[config.mk]
export PLATFORM = sky130hd
export DESIGN_NAME = dram_cycle_decoder
export DESIGN_NICKNAME = d
export VERILOG_FILES = /design/src/rtl/ram_pkg.sv /design/src/rtl/sync_bus.sv /design/src/rtl/dram_cycle_decoder.sv
export SDC_FILE = /design/constraint.sdc
export NUM_CORES = 1
export LEC_CHECK = 0
export ABC_CLOCK_PERIOD_IN_PS = 2600
export CORE_ASPECT_RATIO = 1.2
export CORE_MARGIN = 2
export CORE_UTILIZATION = 55
export CTS_CLUSTER_DIAMETER = 200
export CTS_CLUSTER_SIZE = 10
export DETAILED_ROUTE_END_ITERATION = 12
export PLACE_DENSITY = 0.82
export RECOVER_POWER = 100
export REMOVE_ABC_BUFFERS = 1
export SLEW_MARGIN = 0
export SYNTH_ARGS = -nofsm -noshare
export SYNTH_HDL_FRONTEND = slang
export SYNTH_SLANG_ARGS = --single-unit
[constraint.sdc]
create_clock -name clk -period 2.6 [get_ports clk]
set_input_delay 0.39 -clock clk [delete_from_list [all_inputs] [get_ports clk]]
set_output_delay 0.39 -clock clk [all_outputs]
set_load 0.005 [all_outputs]
[src/rtl/ram_pkg.sv]
// Shared types for the DRAM-to-SRAM cycle decoder: FSM states, SRAM strobe
// bundle and the helper that forms the strobes of an active access.
package ram_pkg;

  localparam int ROW_BITS_DEF = 9;
  localparam int STB_W        = 5;   // ras, casu, casl, we, oe

  typedef enum logic [2:0] {
    ST_IDLE    = 3'd0,
    ST_ROW     = 3'd1,
    ST_ACCESS  = 3'd2,
    ST_PAGE    = 3'd3,
    ST_REFRESH = 3'd4
  } state_e;

  typedef struct packed {
    logic ce_n;
    logic oe_n;
    logic we_n;
    logic ub_n;
    logic lb_n;
  } sram_stb_t;

  localparam sram_stb_t STB_IDLE = '1;

  // Writes keep OE high; reads follow the bus OE. Byte lanes follow their own CAS.
  function automatic sram_stb_t access_stb(input logic we_n, input logic casu_n,
                                           input logic casl_n, input logic oe_n);
    sram_stb_t s;
    s.ce_n = 1'b0;
    s.we_n = we_n;
    s.oe_n = we_n ? oe_n : 1'b1;
    s.ub_n = casu_n;
    s.lb_n = casl_n;
    return s;
  endfunction

endpackage

[src/rtl/sync_bus.sv]
// N-stage, WIDTH-bit flop synchroniser with a parameterised reset value.
module sync_bus #(
  parameter int               STAGES  = 2,
  parameter int               WIDTH   = 1,
  parameter logic [WIDTH-1:0] RST_VAL = '0
) (
  input  logic             clk,
  input  logic             rst,
  input  logic [WIDTH-1:0] d_i,
  output logic [WIDTH-1:0] q_o
);

  logic [STAGES-1:0][WIDTH-1:0] stg_q;

  always_ff @(posedge clk) begin
    if (rst) begin
      stg_q <= {STAGES{RST_VAL}};
    end else begin
      stg_q[0] <= d_i;
      for (int i = 1; i < STAGES; i++) stg_q[i] <= stg_q[i-1];
    end
  end

  assign q_o = stg_q[STAGES-1];

endmodule

[src/rtl/dram_cycle_decoder.sv]
// Amiga DRAM bus front end: synchronises RAS/CAS/WE/OE and the muxed address,
// classifies read / early-write / CBR refresh and drives registered SRAM strobes.
module dram_cycle_decoder
  import ram_pkg::*;
#(
  parameter int SYNC_STAGES = 2,
  parameter int ROW_BITS    = ROW_BITS_DEF
) (
  input  logic                  clk,
  input  logic                  rst,
  input  logic [ROW_BITS-1:0]   ain,
  input  logic                  ras_n,
  input  logic                  casu_n,
  input  logic                  casl_n,
  input  logic                  we_n,
  input  logic                  oe_n,
  output logic [2*ROW_BITS-1:0] sram_addr,
  output logic                  sram_ce_n,
  output logic                  sram_oe_n,
  output logic                  sram_we_n,
  output logic                  sram_ub_n,
  output logic                  sram_lb_n,
  output logic                  busy,
  output logic                  refresh_pulse
);

  logic [STB_W-1:0]    stb_s;
  logic [ROW_BITS-1:0] ain_s;
  logic                ras_s, casu_s, casl_s, we_s, oe_s;

  sync_bus #(.STAGES(SYNC_STAGES), .WIDTH(STB_W), .RST_VAL({STB_W{1'b1}})) u_sync_stb (
    .clk (clk),
    .rst (rst),
    .d_i ({ras_n, casu_n, casl_n, we_n, oe_n}),
    .q_o (stb_s)
  );

  sync_bus #(.STAGES(SYNC_STAGES), .WIDTH(ROW_BITS), .RST_VAL('0)) u_sync_ain (
    .clk (clk),
    .rst (rst),
    .d_i (ain),
    .q_o (ain_s)
  );

  assign {ras_s, casu_s, casl_s, we_s, oe_s} = stb_s;

  state_e                  state_q;
  sram_stb_t               stb_q;
  logic [2*ROW_BITS-1:0]   addr_q;
  logic [ROW_BITS-1:0]     row_q;
  logic                    we_lat_q;
  logic                    busy_q, refresh_q;
  logic                    ras_prev_q, cas_any_prev_q;
  logic                    armed_q;
  logic [SYNC_STAGES:0]    vld_pipe_q;

  logic cas_any, ras_fall, flush_done;

  assign cas_any    = ~casu_s | ~casl_s;
  assign ras_fall   = ras_prev_q & ~ras_s;
  // Synchroniser contents are only trusted once real input has filled every stage.
  assign flush_done = vld_pipe_q[SYNC_STAGES];

  always_ff @(posedge clk) begin
    if (rst) begin
      state_q        <= ST_IDLE;
      stb_q          <= STB_IDLE;
      addr_q         <= '0;
      row_q          <= '0;
      we_lat_q       <= 1'b1;
      busy_q         <= 1'b0;
      refresh_q      <= 1'b0;
      ras_prev_q     <= 1'b1;
      cas_any_prev_q <= 1'b0;
      armed_q        <= 1'b0;
      vld_pipe_q     <= '0;
    end else begin
      vld_pipe_q     <= {vld_pipe_q[SYNC_STAGES-1:0], 1'b1};
      ras_prev_q     <= ras_s;
      cas_any_prev_q <= cas_any;
      busy_q         <= ~ras_s;
      // After reset a RAS cycle already in flight is ignored until RAS is seen high.
      armed_q        <= armed_q | (flush_done & ras_s);
      refresh_q      <= 1'b0;
      stb_q          <= STB_IDLE;

      case (state_q)
        ST_IDLE: begin
          if (armed_q && ras_fall) begin
            // CBR only if CAS was already low before RAS fell; a same-clock fall is RAS-first.
            if (cas_any && cas_any_prev_q) begin
              refresh_q <= 1'b1;
              state_q   <= ST_REFRESH;
            end else begin
              row_q   <= ain_s;
              state_q <= ST_ROW;
            end
          end
        end
        ST_ROW, ST_PAGE: begin
          if (ras_s) begin
            state_q <= ST_IDLE;
          end else if (cas_any) begin
            addr_q   <= {ain_s, row_q};
            we_lat_q <= we_s;
            stb_q    <= access_stb(we_s, casu_s, casl_s, oe_s);
            state_q  <= ST_ACCESS;
          end
        end
        ST_ACCESS: begin
          if (ras_s) begin
            state_q <= ST_IDLE;
          end else if (!cas_any) begin
            state_q <= ST_PAGE;
          end else begin
            stb_q <= access_stb(we_lat_q, casu_s, casl_s, oe_s);
          end
        end
        ST_REFRESH: begin
          if (ras_s && !cas_any) state_q <= ST_IDLE;
        end
        default: state_q <= ST_IDLE;
      endcase
    end
  end

  assign sram_addr     = addr_q;
  assign sram_ce_n     = stb_q.ce_n;
  assign sram_oe_n     = stb_q.oe_n;
  assign sram_we_n     = stb_q.we_n;
  assign sram_ub_n     = stb_q.ub_n;
  assign sram_lb_n     = stb_q.lb_n;
  assign busy          = busy_q;
  assign refresh_pulse = refresh_q;

endmodule

# Word-level counts from Yosys, hierarchy flattened
# Cells that the tools add are included.
[word_totals]
wordCells = 65
ff_bits = 72
input_bits = 16
output_inout_bits = 25
[op_classes]
reduce_logical = 10
n_eq_ne = 8
n_mux = 17
bitwise_logic = 10
[ops]
columns = ["op", "n"]
rows = [
  ["2-to-1 mux 3 bit", 7],
  ["2-to-1 mux 5 bit", 4],
  ["case mux 3 bit (4 select lines)", 1],
  ["case mux 5 bit (2 select lines)", 1],
  ["== test 3 x 2 -> 1 bit, second input constant", 2],
  ["inequality test 3 x 2 -> 1 bit, second input constant", 2],
  ["NOT 1 bit", 6],
  ["AND reduction 3 bit", 2],
  ["2-to-1 mux 1 bit", 4],
  ["inequality test 2 bit, second input constant", 2],
  ["AND reduction 4 bit", 1],
  ["== test 3 x 1 -> 1 bit, second input constant", 1],
  ["== test 3 bit, second input constant", 1],
  ["logical AND 1 bit", 3],
  ["logical NOT 3 bit", 1],
  ["OR reduction 3 bit", 1],
  ["bitwise AND 1 bit", 2],
  ["bitwise OR 1 bit", 2],
  ["OR reduction 2 bit", 1],
  ["logical NOT 1 bit", 1],
]

# Longest topological paths before layout
# Gate-level depths: netlist of the first run.
[depth]
ltp_word = 6
depth_mapped = 6
mapped_depth_nobuf = 3

# Cells and area by module
# From an unflattened synthesis of the first run, not the netlist that was laid out.
[unflattened]
hier_cells = 257
hier_area_um2 = 2542.4
[by_module_without_submodules]
columns = ["mod", "cells_each", "area_per_inst_um2", "seq_area_each_um2", "instances"]
rows = [
  ["dram_cycle_decoder", 186, 1685.4, 880.8, 1],
  ["sync_bus (u_sync_ain)", 46, 556.8, 360.3, 1],
  ["sync_bus (u_sync_stb)", 25, 300.3, 200.2, 1],
]

# Worst setup path before layout of the first run
# OpenSTA, ideal clock, no wires.
[synth_timing]
path_kind = "input port to flip-flop"
startpoint = "input port rst"
endpoint = "register stb_q (netlist bit sram_lb_n)"
arrival_ns = 1.179
required_time_ns = 2.473
setup_time_ns = 0.127
path_buffers = 1
path_stages = 3
path_slack_ns = 1.294
cell_sequence = "buf_2 or3_4 or3_1"
[synth_rtl]
columns = ["item", "line", "text"]
rows = [
  ["start: declaration", "dram_cycle_decoder.sv:10", "input logic rst,"],
  ["end signal: assignment", "dram_cycle_decoder.sv:106", "stb_q <= access_stb(we_s, casu_s, casl_s, oe_s);"],
  ["end signal: assignment", "dram_cycle_decoder.sv:116", "stb_q <= access_stb(we_lat_q, casu_s, casl_s, oe_s);"],
  ["end: declaration", "dram_cycle_decoder.sv:48", "sram_stb_t stb_q;"],
]

# Worst setup path in the final report of the first run
[layout_timing]
startpoint = "input port rst"
endpoint = "register busy_q (netlist: busy)"
[layout_rtl]
columns = ["item", "line", "text"]
rows = [
  ["end signal: assignment", "dram_cycle_decoder.sv:81", "busy_q <= ~ras_s;"],
  ["end: declaration", "dram_cycle_decoder.sv:52", "logic busy_q, refresh_q;"],
]
# No word-level cell between the ends.

==> results.yml, run 1 <==
cts:
  clock-sinks: 72
  cts_resized: 0
  cts_tree: "built"
  postCtsSetupBuffers: 0
  clock_path_buffers: 2
  htreeDepth: 3
  cts_root_buf: "clkbuf_8"
  cts_hold_buffers: 0
  cts_buffers: 9
  clk_pin_slew_ns: 0.07
  clk_latency_ns: 0.35
setup_path:
  endpoint_kind: "flop"
  worst-path-max-fanout: 40
  critPathArrivalTime_ns: 2.10
  r2r_cells: 3
  worstSetupStartpointType: "input port"
  r2r_end: "state_q[2]"
  rrSetupSlack_ns: 0.81
  path_class: "input port to flop"
  regToRegStartpoint: "u_sync_stb.q_o[3]"
  cp_data_required_time_ns: 2.85
layout:
  n_antenna_cell: 0
  seqCellArea_mm2: 0.001441
  final_cells: 338
  fin_util_pct: 68.94
  nets: 293
  fillers: 348
  stdcell_area_mm2: 0.002960
  drive_above_1_share_pct: 10.99
  area.growth.synth_to_final_pct: 19.86
  multi_input_area_um2: 869.6
route:
  ant_nets: 0
  vias: 1807
  drt-total-wl_mm: 4.198
  first_iter_violations: 161
  vias_per_cell: 5.346
  drcViolationCount: 0
  wl_per_cell_um: 12.42
  dr.pass1.iters: 5
min_path:
  min_path_cells: 1
  hold_start: "u_sync_stb.q_o[0]"
  min_path_type: "flop to flop"
  hold-path-endpoint: "sram_oe_n"
synth:
  synth_area_mm2: 0.002470
  yosys.area.top_type: "dfxtp_1"
  synth-edff-count: 0
  ys_top_cells_by_count: "72 x dfxtp_1, 31 x a21oi_1, 21 x nand3_1, 21 x nor2b_1, 19 x o21ai_0"
  netlist_instances: 245
  yosys_most_used_dff: "dfxtp_1"
  async_reset_ff_share_pct: 0
  ys_seq_area_share_pct: 58.36
  yosysWarningCount: 0
  synth_cell_type_count: 32
  synth_area_per_cell_um2: 10.08
  ys_ff_latch: 72
  synth_most_common_cell: "dfxtp_1"
  synthTopCellsByArea: "dfxtp_1 58%, a21oi_1 6.3%, nor2b_1 5.3%, nand3_1 4.3%, o21ai_0 3.9%"
  synth_top_area_share_pct: 58.36
outcome:
  status: "completed"
global_routing:
  grt_start_max_net_pins: 41
  antenna_found_initial: 0
  grt_usage_pct: 18.74
  first_global_vias: 1578
  grt_overflow: 0
  grt_pass1_wl_mm: 7.182
sta:
  slew-limit-headroom_pct: 18.10
  setup_viol: 0
  rsz0062_at_grt: "no"
  worst_clock_skew_ns: 0.005518
  period_minus_slack_ns: 1.854
  tns_ns: 0
  hold_viol_final: 0
  fin_crit_sh_pct: 71.30
  drv_slew: 0
  worst_pin_slew_ns: 1.224
  timing.fmax_mhz: 539.5
power:
  p_switching_uw: 418.7
  power_frac_seq_pct: 58.5
  power.density_mw_per_mm2: 658.0
  clock_power_share_pct: 38.0
  p_comb_share_pct: 3.4
  p_sw_share_pct: 21.49
  peakVddDrop_mv: 0.4848
  intPower_mw: 1.529
  p_leak_nw: 1.073
die:
  die-area_mm2: 0.005045
  initial_utilization_pct: 57.52
  die_x_um: 65.18
  io_pins: 41
  design.core.area_mm2: 0.004294
  dieHeight_um: 77.41
  rows: 26
placement:
  dpl-instance-area_mm2: 0.002818
  detailed_place_hpwl_mm: 2.740
  place.gp.congestion: 0.8006
  portBuffers: 40
  placed_cells: 322
flow_run:
  cap_violations: 0
-- critical path: stages --
cell	delay, ns
clkbuf_1	0.75
clkbuf_2	0.69
or2_2	0.23
inv_1	0.03
-- per-layer routing --
| metal | vias to the layer above | GRT usage (%) | wire length, um |
|---|---|---|---|
| met1 | 836 | 23.76 | 1914 |
| met3 | 10 | 4.348 | 174 |
| met2 | 39 | 27.86 | 1968 |
| met5 | - | 0 | 0 |
| met4 | 0 | 13.13 | 141 |
| li1 | 922 | - | - |
-- flip-flops by register name, summed over array words and instances (netlist names) --
name and flops:
busy 1, u_sync_ain.q_o 9, cas_any_prev_q 1, sram_ub_n 1, u_sync_ain.stg_q 9, sram_lb_n 1
u_sync_stb.stg_q 5, refresh_pulse 1, u_sync_stb.q_o 5, armed_q 1, sram_we_n 1, we_lat_q 1
row_q 9, sram_ce_n 1, ras_prev_q 1, sram_oe_n 1, sram_addr 18, state_q 3
vld_pipe_q 3
-- stage by stage --
step	power (mW)	setup slack, ns	hold slack, ns
2_1_floorplan	1.190	1.338	0.3895
3_3_place_gp	1.233	1.098	0.3917
3_5_place_dp	1.235	1.091	0.3967
4_1_cts	1.964	1.012	0.4129
5_1_grt	2.028	0.5539	0.4229
6_report	1.948	0.7463	0.4114
-- worst max-delay path by stage --
stage / endpoint / cells after the start / from / slack, ns
3_3_place_gp: busy / 4 / rst / 1.10
6_report: busy / 4 / rst / 0.75
2_1_floorplan: sram_addr[0] / 3 / state_q[0] / 1.34
4_1_cts: sram_addr[14] / 1 / sram_addr[14] / 1.01
3_5_place_dp: busy / 4 / rst / 1.09
5_1_grt: sram_addr[16] / 3 / u_sync_stb.q_o[4] / 0.55
-- power by group through the flow --
stage	clock, mW	sequential (mW)	combinational (mW)
final	0.740	1.14	0.0671
after detailed placement	0	1.17	0.0691
after floorplan	0	1.16	0.0284
after CTS	0.754	1.14	0.0693
after global routing	0.809	1.14	0.0757
after global placement	0	1.16	0.0681
-- cells in the final DEF (no fill, tap or decap), types with 4 or more instances in the layout --
cell type and count:
dfxtp_1 72, a21oi_1 31, dlygate4sd3_1 25, nor2b_1 21, nand3_1 21, o21ai_0 19, clkdlybuf4s50_1 14, or2_2 11
nand4_1 10, clkbuf_8 10, o31ai_1 9, nor2_1 5, nand2_1 4, clkinv_2 4
-- cell families after synthesis --
| group | count (synthesis) | synth area share [%] |
|---|---|---|
| AOI/OAI and AO/OA | 68 | 16.36 |
| and+or+nand+nor | 82 | 19.60 |
| DFF | 72 | 58.36 |
| buffers and inverters | 23 | 5.674 |
-- final cells by class --
type	instances	area share, %
flip-flops and latches	72	48.69
clock inverters	4	0.6762
clock buffers	12	4.903
multi-input cells	150	29.37
repair buffers	42	13.74
well taps	56	2.367
inverters	2	0.2536
Note: power is estimated with default switching activity, not from simulation.
==> run 2, diff against run 1 <==
- ABC_CLOCK_PERIOD_IN_PS: 2600 -> 1900
- CORE_UTILIZATION: 55 -> 52
- PLACE_DENSITY: 0.82 -> 0.78
- clock period: 2.6 -> 1.9 ns (I/O delays scaled with it)
==> results.yml, run 2 (synthesis results as in run 1) <==
placement:
  dpl-instance-area_mm2: 0.002850
  portBuffers: 40
  detailed_place_hpwl_mm: 2.985
  place.gp.congestion: 0.7882
  placed_cells: 328
  dp_slack_ns: 0.4727
cts:
  cts_buffers: 9
  cts_hold_buffers: 0
  cts_resized: 0
  cts_tree: "built"
  clock_path_buffers: 2
  clock-sinks: 72
  clk_pin_slew_ns: 0.07
  postCtsSetupBuffers: 0
  cts_root_buf: "clkbuf_8"
  htreeDepth: 3
  clk_latency_ns: 0.34
die:
  design.core.area_mm2: 0.004594
  rows: 27
  io_pins: 41
  die_x_um: 66.92
  dieHeight_um: 79.50
  initial_utilization_pct: 53.76
  die-area_mm2: 0.005319
setup_path:
  crit_slowest_cell: "dlygate4sd3_1"
  path_cells: "dlygate4sd3_1"
  path_class: "flop to output pin"
  r2r_end: "sram_addr[1]"
  worstSetupStartpointType: "flop"
  crit_buf_inv: 1
  endpoint_kind: "output pin"
  regToRegStartpoint: "state_q[0]"
  cpPeakStageDelay_ns: 0.58
  worst-path-max-fanout: 2
  r2r_cells: 4
  rrSetupSlack_ns: 0.38
  crit_family: "buffers and inverters"
  critPathArrivalTime_ns: 1.25
  cp_data_required_time_ns: 1.62
layout:
  nets: 297
  drive_above_1_share_pct: 12.59
  stdcell_area_mm2: 0.003002
  area.growth.synth_to_final_pct: 21.53
  largest_reg_flops: 18
  n_antenna_cell: 0
  layout_commonest_cell: "dfxtp_1"
  fillers: 417
  final_cells: 344
  final_cell_mix: "72 x dfxtp_1, 31 x a21oi_1, 30 x dlygate4sd3_1, 21 x nor2b_1, 21 x nand3_1"
outcome:
  status: "completed"
sta:
  timing.fmax_mhz: 650.4
  fin_crit_sh_pct: 80.92
  period_minus_slack_ns: 1.537
  setup_ws_ns: 0.3626
  setup_viol: 0
  tns_ns: 0
  worst_clock_skew_ns: 0.007936
  slew-limit-headroom_pct: 30.59
  rsz0062_at_grt: "no"
  worst_pin_slew_ns: 1.041
  hold_viol_final: 0
  drv_slew: 0
min_path:
  min_path_type: "input port to flop"
  hold_start: "rst"
  hold-path-endpoint: "u_sync_ain.stg_q[2]"
  min_path_cells: 2
power:
  p_leak_nw: 1.093
  power.density_mw_per_mm2: 891.0
  peakVddDrop_mv: 0.5673
  power_mw: 2.675
route:
  vias: 1814
  vias_per_cell: 5.273
  wl_per_cell_um: 13.01
  dr.pass1.iters: 4
  drcViolationCount: 0
  ant_nets: 0
  drt-total-wl_mm: 4.474
  first_iter_violations: 169
global_routing:
  antenna_found_initial: 0
  grt_pass1_wl_mm: 7.672
  grt_start_max_net_pins: 30
  grt_usage_pct: 19.45
  grt_overflow: 0
  first_global_vias: 1681
flow_run:
  cap_violations: 0
## run 2: cell count changes in the layout (fill, tap and decap cells not counted), sizes merged
cell           change
buf                +3
clkbuf             +1
clkdlybuf4s50      -5
dlygate4sd3        +5
## run 2: worst max-delay path by stage
stage / depth (start not counted) / end / from
2_1_floorplan: 3 / sram_addr[0] / state_q[0]
3_3_place_gp: 3 / row_q[1] / u_sync_stb.q_o[4]
3_5_place_dp: 3 / row_q[1] / u_sync_stb.q_o[4]
4_1_cts: 1 / sram_addr[16] / sram_addr[16]
5_1_grt: 4 / sram_addr[8] / state_q[0]
6_report: 1 / sram_addr[16] / sram_addr[16]
## run 2: cell type report
type	instances	area (um2)	area share, %
Inverter	2	7.507	0.2501
Tap cell	58	72.57	2.418
Sequential cell	72	1441	48.02
Clock inverter	4	20.02	0.6669
Clock buffer	12	145.1	4.835
Timing Repair Buffer	46	431.7	14.38
Multi-Input combinational cell	150	883.3	29.43
## run 2: metal layers
layer  part of all wire, %  track usage [%]  routed length (um)
met4                   1.3            11.02                  59
met5                     0                0                   0
met1                    46            24.14                2048
met3                   3.0            5.078                 133
met2                    50            30.30                2232
## run 2: through the flow
step                utilization [%]  hold slack (ns)
floorplan                         -           0.3541
global placement              62.04           0.3917
detailed placement            62.04           0.3923
CTS                           65.63           0.2330
global route                  65.33           0.3698
finish                        65.33           0.3303
## run 2: power breakdown
part	total (mW)	internal (mW)	leakage (nW)	switching, mW
Clock	1.02	0.501	0.0899	0.519
Sequential	1.56	1.54	0.588	0.0173
Combinational	0.0938	0.0493	0.415	0.0445
Total	2.67	2.09	1.09	0.581
==> run 3, diff against run 2 <==
- ABC_CLOCK_PERIOD_IN_PS: 1900 -> 1440
- clock period: 1.9 -> 1.44 ns (I/O delays scaled with it)
==> results.yml, run 3 (synthesis results as in run 1) <==
cts:
  cts_buffers: 9
  clock_path_buffers: 2
  clk_latency_ns: 0.33
  cts_hold_buffers: 0
  cts_tree: "built"
  htreeDepth: 3
  clock-sinks: 72
  clk_pin_slew_ns: 0.07
  cts_root_buf: "clkbuf_8"
layout:
  multi_input_area_um2: 890.9
  stdcell_area_mm2: 0.003038
  final_cell_mix: "72 x dfxtp_1, 31 x a21oi_1, 23 x clkdlybuf4s50_1, 21 x nor2b_1, 21 x nand3_1"
  n_antenna_cell: 0
  seqCellArea_mm2: 0.001441
  drive_above_1_share_pct: 14.04
  largest_reg_flops: 18
  fillers: 393
  area.growth.synth_to_final_pct: 23.00
  layout_commonest_cell: "dfxtp_1"
  nets: 299
setup_path:
  critPathArrivalTime_ns: 1.18
  worstSetupStartpointType: "flop"
  crit_buf_inv: 1
  crit_slowest_cell: "clkdlybuf4s50_1"
  path_cells: "clkdlybuf4s50_1"
  cpPeakStageDelay_ns: 0.51
  regToRegStartpoint: "u_sync_stb.q_o[3]"
  path_class: "flop to output pin"
  cp_data_required_time_ns: 1.22
  worst-path-max-fanout: 2
  setup.worst_path.start: "sram_addr[11]"
  crit_family: "buffers and inverters"
  endpoint_kind: "output pin"
min_path:
  min_path_type: "input port to flop"
  hold_start: "rst"
route:
  vias: 1776
  dr.pass1.iters: 4
  first_iter_violations: 101
  met3WireLength_um: 201
  wl_met1_mm: 1.987
  drcViolationCount: 0
  vias_per_cell: 5.178
  drt-total-wl_mm: 4.325
  met2_length_mm: 2.048
  ant_nets: 0
  dr.max_layer_used: "met4"
  wl_per_cell_um: 12.61
sta:
  worst_pin_slew_ns: 0.4397
  hold_viol_final: 0
  worst_clock_skew_ns: 0.005144
  setup_viol: 0
  tns_ns: 0
  rsz0062_at_grt: "no"
  fin_crit_sh_pct: 96.92
  timing.fmax_mhz: 716.5
  slew-limit-headroom_pct: 70.64
  period_minus_slack_ns: 1.396
  drv_slew: 0
placement:
  dpl-instance-area_mm2: 0.002878
  detailed_place_hpwl_mm: 2.780
  place.gp.congestion: 0.7850
  portBuffers: 40
power:
  power.density_mw_per_mm2: 1160
  p_leak_nw: 1.056
  power_mw: 3.523
  peakVddDrop_mv: 0.8244
global_routing:
  grt_overflow: 0
  antenna_found_initial: 0
  grt_usage_pct: 18.25
  grt_pass1_wl_mm: 7.231
  first_global_vias: 1607
  grt_start_max_net_pins: 64
flow_run:
  cap_violations: 0
die:
  die-area_mm2: 0.005319
  design.core.area_mm2: 0.004594
  die_x_um: 66.92
  io_pins: 41
  dieHeight_um: 79.50
  initial_utilization_pct: 53.76
  rows: 27
outcome:
  status: "completed"
run 3: power breakdown:
| part | total, mW | internal, mW | leakage [nW] | switching, mW |
|---|---|---|---|---|
| registers | 2.06 | 2.04 | 0.588 | 0.0235 |
| clock network | 1.34 | 0.689 | 0.0842 | 0.649 |
| logic | 0.125 | 0.0657 | 0.384 | 0.0592 |
run 3: area by class of cell:
cell class                 count  share of cell area, %
clock inverter                 1                 0.1647
timing repair buffer          48                  15.32
clock buffer                  12                  5.107
multi-input combinational    150                  29.32
sequential                    72                  47.45
tap                           58                  2.389
inverter                       2                 0.2471
run 3: routing by layer:
layer | track usage (%) | vias up
li1 | - | 932
met1 | 23.55 | 794
met2 | 27.50 | 41
met3 | 6.347 | 9
met4 | 7.959 | 0
met5 | 0 | -
run 3: timing repair:
action | in CTS | in global routing
gates resized for setup | 1 | 3
setup endpoints to repair | 1 | 3
buffers inserted | 0 | 0
pin swaps | 0 | 0
run 3: worst paths after layout:
path	end	slack [ns]	depth (start not counted)
worst min register to register	u_sync_stb.q_o[2]	0.41	1
worst min-delay path	state_q[1]	0.34	3
worst max-delay path	sram_addr[11]	0.04	1
worst max register to register	state_q[0]	0.13	3
run 3: per-stage QoR:
step                      setup WS (ns)  utilization (%)  hold slack, ns  std cells
final                           0.04429            66.12          0.3415        343
after detailed placement       -0.01201            62.64          0.3942        330
after global placement           0.1305            62.64          0.3919        330
after floorplan                  0.1777                -          0.2851        224
after global routing           0.001207            66.12          0.3647        343
after CTS                       0.02539            66.12          0.2482        343
==> patch 1, RTL diff (flow settings as in run 2) <==
The 5 states of `state_e` get a one-hot encoding in 5 bits.
--- a/src/rtl/ram_pkg.sv
+++ b/src/rtl/ram_pkg.sv
@@ -7,8 +7,8 @@
 
-  typedef enum logic [2:0] {
-    ST_IDLE    = 3'd0,
-    ST_ROW     = 3'd1,
-    ST_ACCESS  = 3'd2,
-    ST_PAGE    = 3'd3,
-    ST_REFRESH = 3'd4
+  typedef enum logic [4:0] {
+    ST_IDLE    = 5'b00001,
+    ST_ROW     = 5'b00010,
+    ST_ACCESS  = 5'b00100,
+    ST_PAGE    = 5'b01000,
+    ST_REFRESH = 5'b10000
   } state_e;
Formal check against the unedited RTL: same outputs for any inputs over 10 cycles, from zero or initial values and one cycle with rst high; not proved beyond that.
==> patch 1 against run 2 <==
- clock skew barely moved
- sequential cell count rose by 2
- setup slack got worse by 120 ps
- design area rose by 2.6%
- largest cell class unchanged
- maximum frequency fell by 7.4%
- wire length fell by 11%
- synthesized area rose by 0.76%
Power is not compared: it rests on default switching activity, and its combinational part moved more than twofold at a synthesized area within 25%.
==> patch 1: results (changes against run 2) <==
most area-consuming cells after synthesis=dfxtp_1 (60%), mux2i_1 (12%), nor2b_1 (5.3%); final std cells w/o fill=329 (-4.4%); share of layout cells above drive strength 1=12.2% (-0.41 points); worst setup path startpoint=state_q[2]$_SDFFE_PP0P_; Synth cell types=33 (+3.1%); slowest CP cell=dfxtp_1; Fin Clk Skew=8.32 ps (+0.384 ps); CP endpoint kind=flip-flop; worst-margin pin slew=424 ps (-617 ps); # fillers=381 (-8.6%); GRT Total Usage=17.2% (-2.2 points); Final GP Congestion=0.866 (+9.8%); via count=1615 (-11%); f_max=0.602 GHz (-7.4%); Worst Reg-to-Reg Cells=5 (+1); pre-CTS setup slack=353 ps (-119 ps); cell family with most CP delay=simple AND/OR/NAND/NOR gates; WHS Endpoint=busy$_SDFF_PP0_; met1 usage=19.9% (-4.3 points); status=finished, final reports clean; placed insts=313 (-4.6%); Worst R2R End=row_q[7]$_SDFFE_PP0P_; Iteration-0 DRC Markers=126 (-25%); largest net degree at the start of global routing=64 (+110%); register area share after synthesis=59.5% (+1.2 points); synth cell count leaders=dfxtp_1 (74), mux2i_1 (30), nor2_1 (30); Finished Cell Area=3080 sq um (+2.6%); GR Util met3=4.94% (-0.14 points); hold_ws=350 ps (+19.6 ps); peak fanout along the critical path=9 (+7); met2 wire len=1930 um (-14%); M1 WL=1770 um (-14%); Routed met3 length=206 um (+55%); met2 Use GR=27.2% (-3.1 points); R2R setup slack=240 ps (-140 ps)
==> patch 1: cell count changes after synthesis, sizes merged, moves of 2 or more <==
cell    delta
dfxtp      +2
xor2       +2
o31ai      -8
nor2      +28
mux2i     +30
nand4      -5
o21ai     -19
a21bo      -2
nor3       +2
o211ai     +2
a21oi     -29
nand3     -15
buf        -9
==> patch 1: layout make-up <==
class / count / area share [%]
flip-flops and latches: 74 / 48.1
multi-input cells: 134 / 28.5
repair buffers: 44 / 14.0
clock buffers: 12 / 5.04
well taps: 58 / 2.36
clock inverters: 4 / 1.62
inverters: 3 / 0.366
==> patch 1: cells by family (layout without fill, tap and decap cells) <==
group / count (synthesis) / in the layout / synth area share (%)
xor gates and xnor gates: 2 / 2 / 1.31
buffers and inverters: 16 / 63 / 4.12
muxes: 30 / 30 / 12.1
AOI/OAI and AO/OA: 10 / 10 / 2.87
and+or+nand+nor: 92 / 92 / 20.1
DFF: 74 / 74 / 59.5
==> patch 2, RTL diff (flow settings as in run 2) <==
Made on the original files. Set the parameter `SYNC_STAGES` to 1 (it was 2).
--- a/src/rtl/dram_cycle_decoder.sv
+++ b/src/rtl/dram_cycle_decoder.sv
@@ -5,3 +5,3 @@
 #(
-  parameter int SYNC_STAGES = 2,
+  parameter int SYNC_STAGES = 1,
   parameter int ROW_BITS    = ROW_BITS_DEF
Check against the original RTL: not equivalent (a bounded check fails within 4 cycles, from zero or initial values and one cycle with rst high).
==> patch 2 against run 2 <==
- clock skew down 2.7 ps
- synthesized area fell by 20%
- critical path depth grew 3
- sequential cell count is 15 lower
- design area decreased by 14%
- wire length decreased by 16%
- global-route usage grew 0.14 points
- final cell count fell by 11%
- setup slack worse by 12 ps
- utilization is 5.4 points higher
- combinational power increased by 15%
- die area is 19% lower
- total power fell by 14%
==> patch 2: results (changes against run 2) <==
register area share after synthesis=57.8% (-0.53 points); nets=266 (-10%); Worst VDD drop=0.000627 V (+10%); largest net degree at the start of global routing=28 (-6.7%); via count=1579 (-13%); Worst R2R End=row_q[1]$_SDFFE_PP0P_; Hold Crit Class=flip-flop to flip-flop; worst-margin pin slew=703 ps (-339 ps); cell family with most CP delay=simple AND/OR/NAND/NOR gates; most area-consuming cells after synthesis=dfxtp_1 (58%), nand3_1 (5.8%), a21oi_1 (5.1%); WHS Endpoint=sram_oe_n$_SDFF_PP1_; slowest CP cell=dfxtp_1; WL final=3780 um (-16%); P_leak=0.973 nW (-11%); GRT Total Usage=19.6% (+0.14 points); IO Port Bufs=40 (unchanged); share of layout cells above drive strength 1=10.3% (-2.3 points); peak fanout along the critical path=9 (+7); hold_sp=u_sync_stb.q_o[0]$_SDFF_PP1_; CP endpoint kind=flip-flop; Iteration-0 DRC Markers=63 (-63%); status=finished, final reports clean; first-pass GRT wire length=6330 um (-18%); Syn Area/Cell=9.53 sq um (-5.4%); Final HPWL DP=2410 um (-19%); Fin Clk Skew=5.27 ps (-2.66 ps); worst r2r src=u_sync_stb.q_o[4]$_SDFF_PP1_; arrival time worst endpoint=1800 ps (+550 ps); Final GP Congestion=0.811 (+2.9%); placed insts=291 (-11%); Synth cell types=28 (-13%); slowest stage delay, CP=370 ps (-210 ps); R2R setup slack=350 ps (-30 ps); synth cell count leaders=dfxtp_1 (57), nand2_1 (23), nand3_1 (23)
patch 2: cell types whose count changed in the layout (fill, tap and decap cells not counted), moves of 4 or more:
cell             change
nor2b_1             -11
o31ai_1              -9
nand2_1             +19
clkinv_2             -4
dlygate4sd3_1        -4
mux2i_1             +10
nand4_1             -10
or2_2                -5
clkdlybuf4s50_1      +5
a21oi_1             -11
dfxtp_1             -15
patch 2: logic make-up (layout without fill, tap and decap cells):
group           count (synthesis)  count (layout)  share of synthesized area (%)
buf+inv                        15              61                           3.49
mux                            10              10                           5.07
flops                          57              57                           57.8
compound gates                 48              48                           13.4
simple gates                   77              77                           20.2
patch 2: layer usage:
layer	track usage [%]	wire, um	vias to the layer above
met1	23.3	1650	748
met5	0	0	-
met2	30.8	1860	35
li1	-	-	789
met4	8.15	60	0
met3	8.12	208	7
patch 2: tightest hold or removal path: cells and delay by family (launching register included):
kind | cells | cell delay [ps]
DFF | 1 | 310
and+or+nand+nor | 2 | 100
patch 2: power breakdown:
part	internal [W]	switching, W
clock	0.000531	0.000410
combinational	0.0000540	0.0000541
sequential	0.00122	0.0000170
total	0.00181	0.000481
patch 2: final cells by class:
type                       count  area share [%]
tap                           52            2.53
inverter                       2           0.292
sequential                    57            44.4
clock buffer                  14            6.33
timing repair buffer          45            16.7
multi-input combinational    135            29.7
patch 2: metrics by stage:
stage	hold slack, ps	setup slack, ps	cell area (sq um)	utilization [%]
floorplan	354	352	1910	-
global placement	424	453	2410	66.5
detailed placement	431	413	2410	66.5
CTS	446	426	2580	70.9
global route	467	227	2570	70.7
finish	439	351	2570	70.7
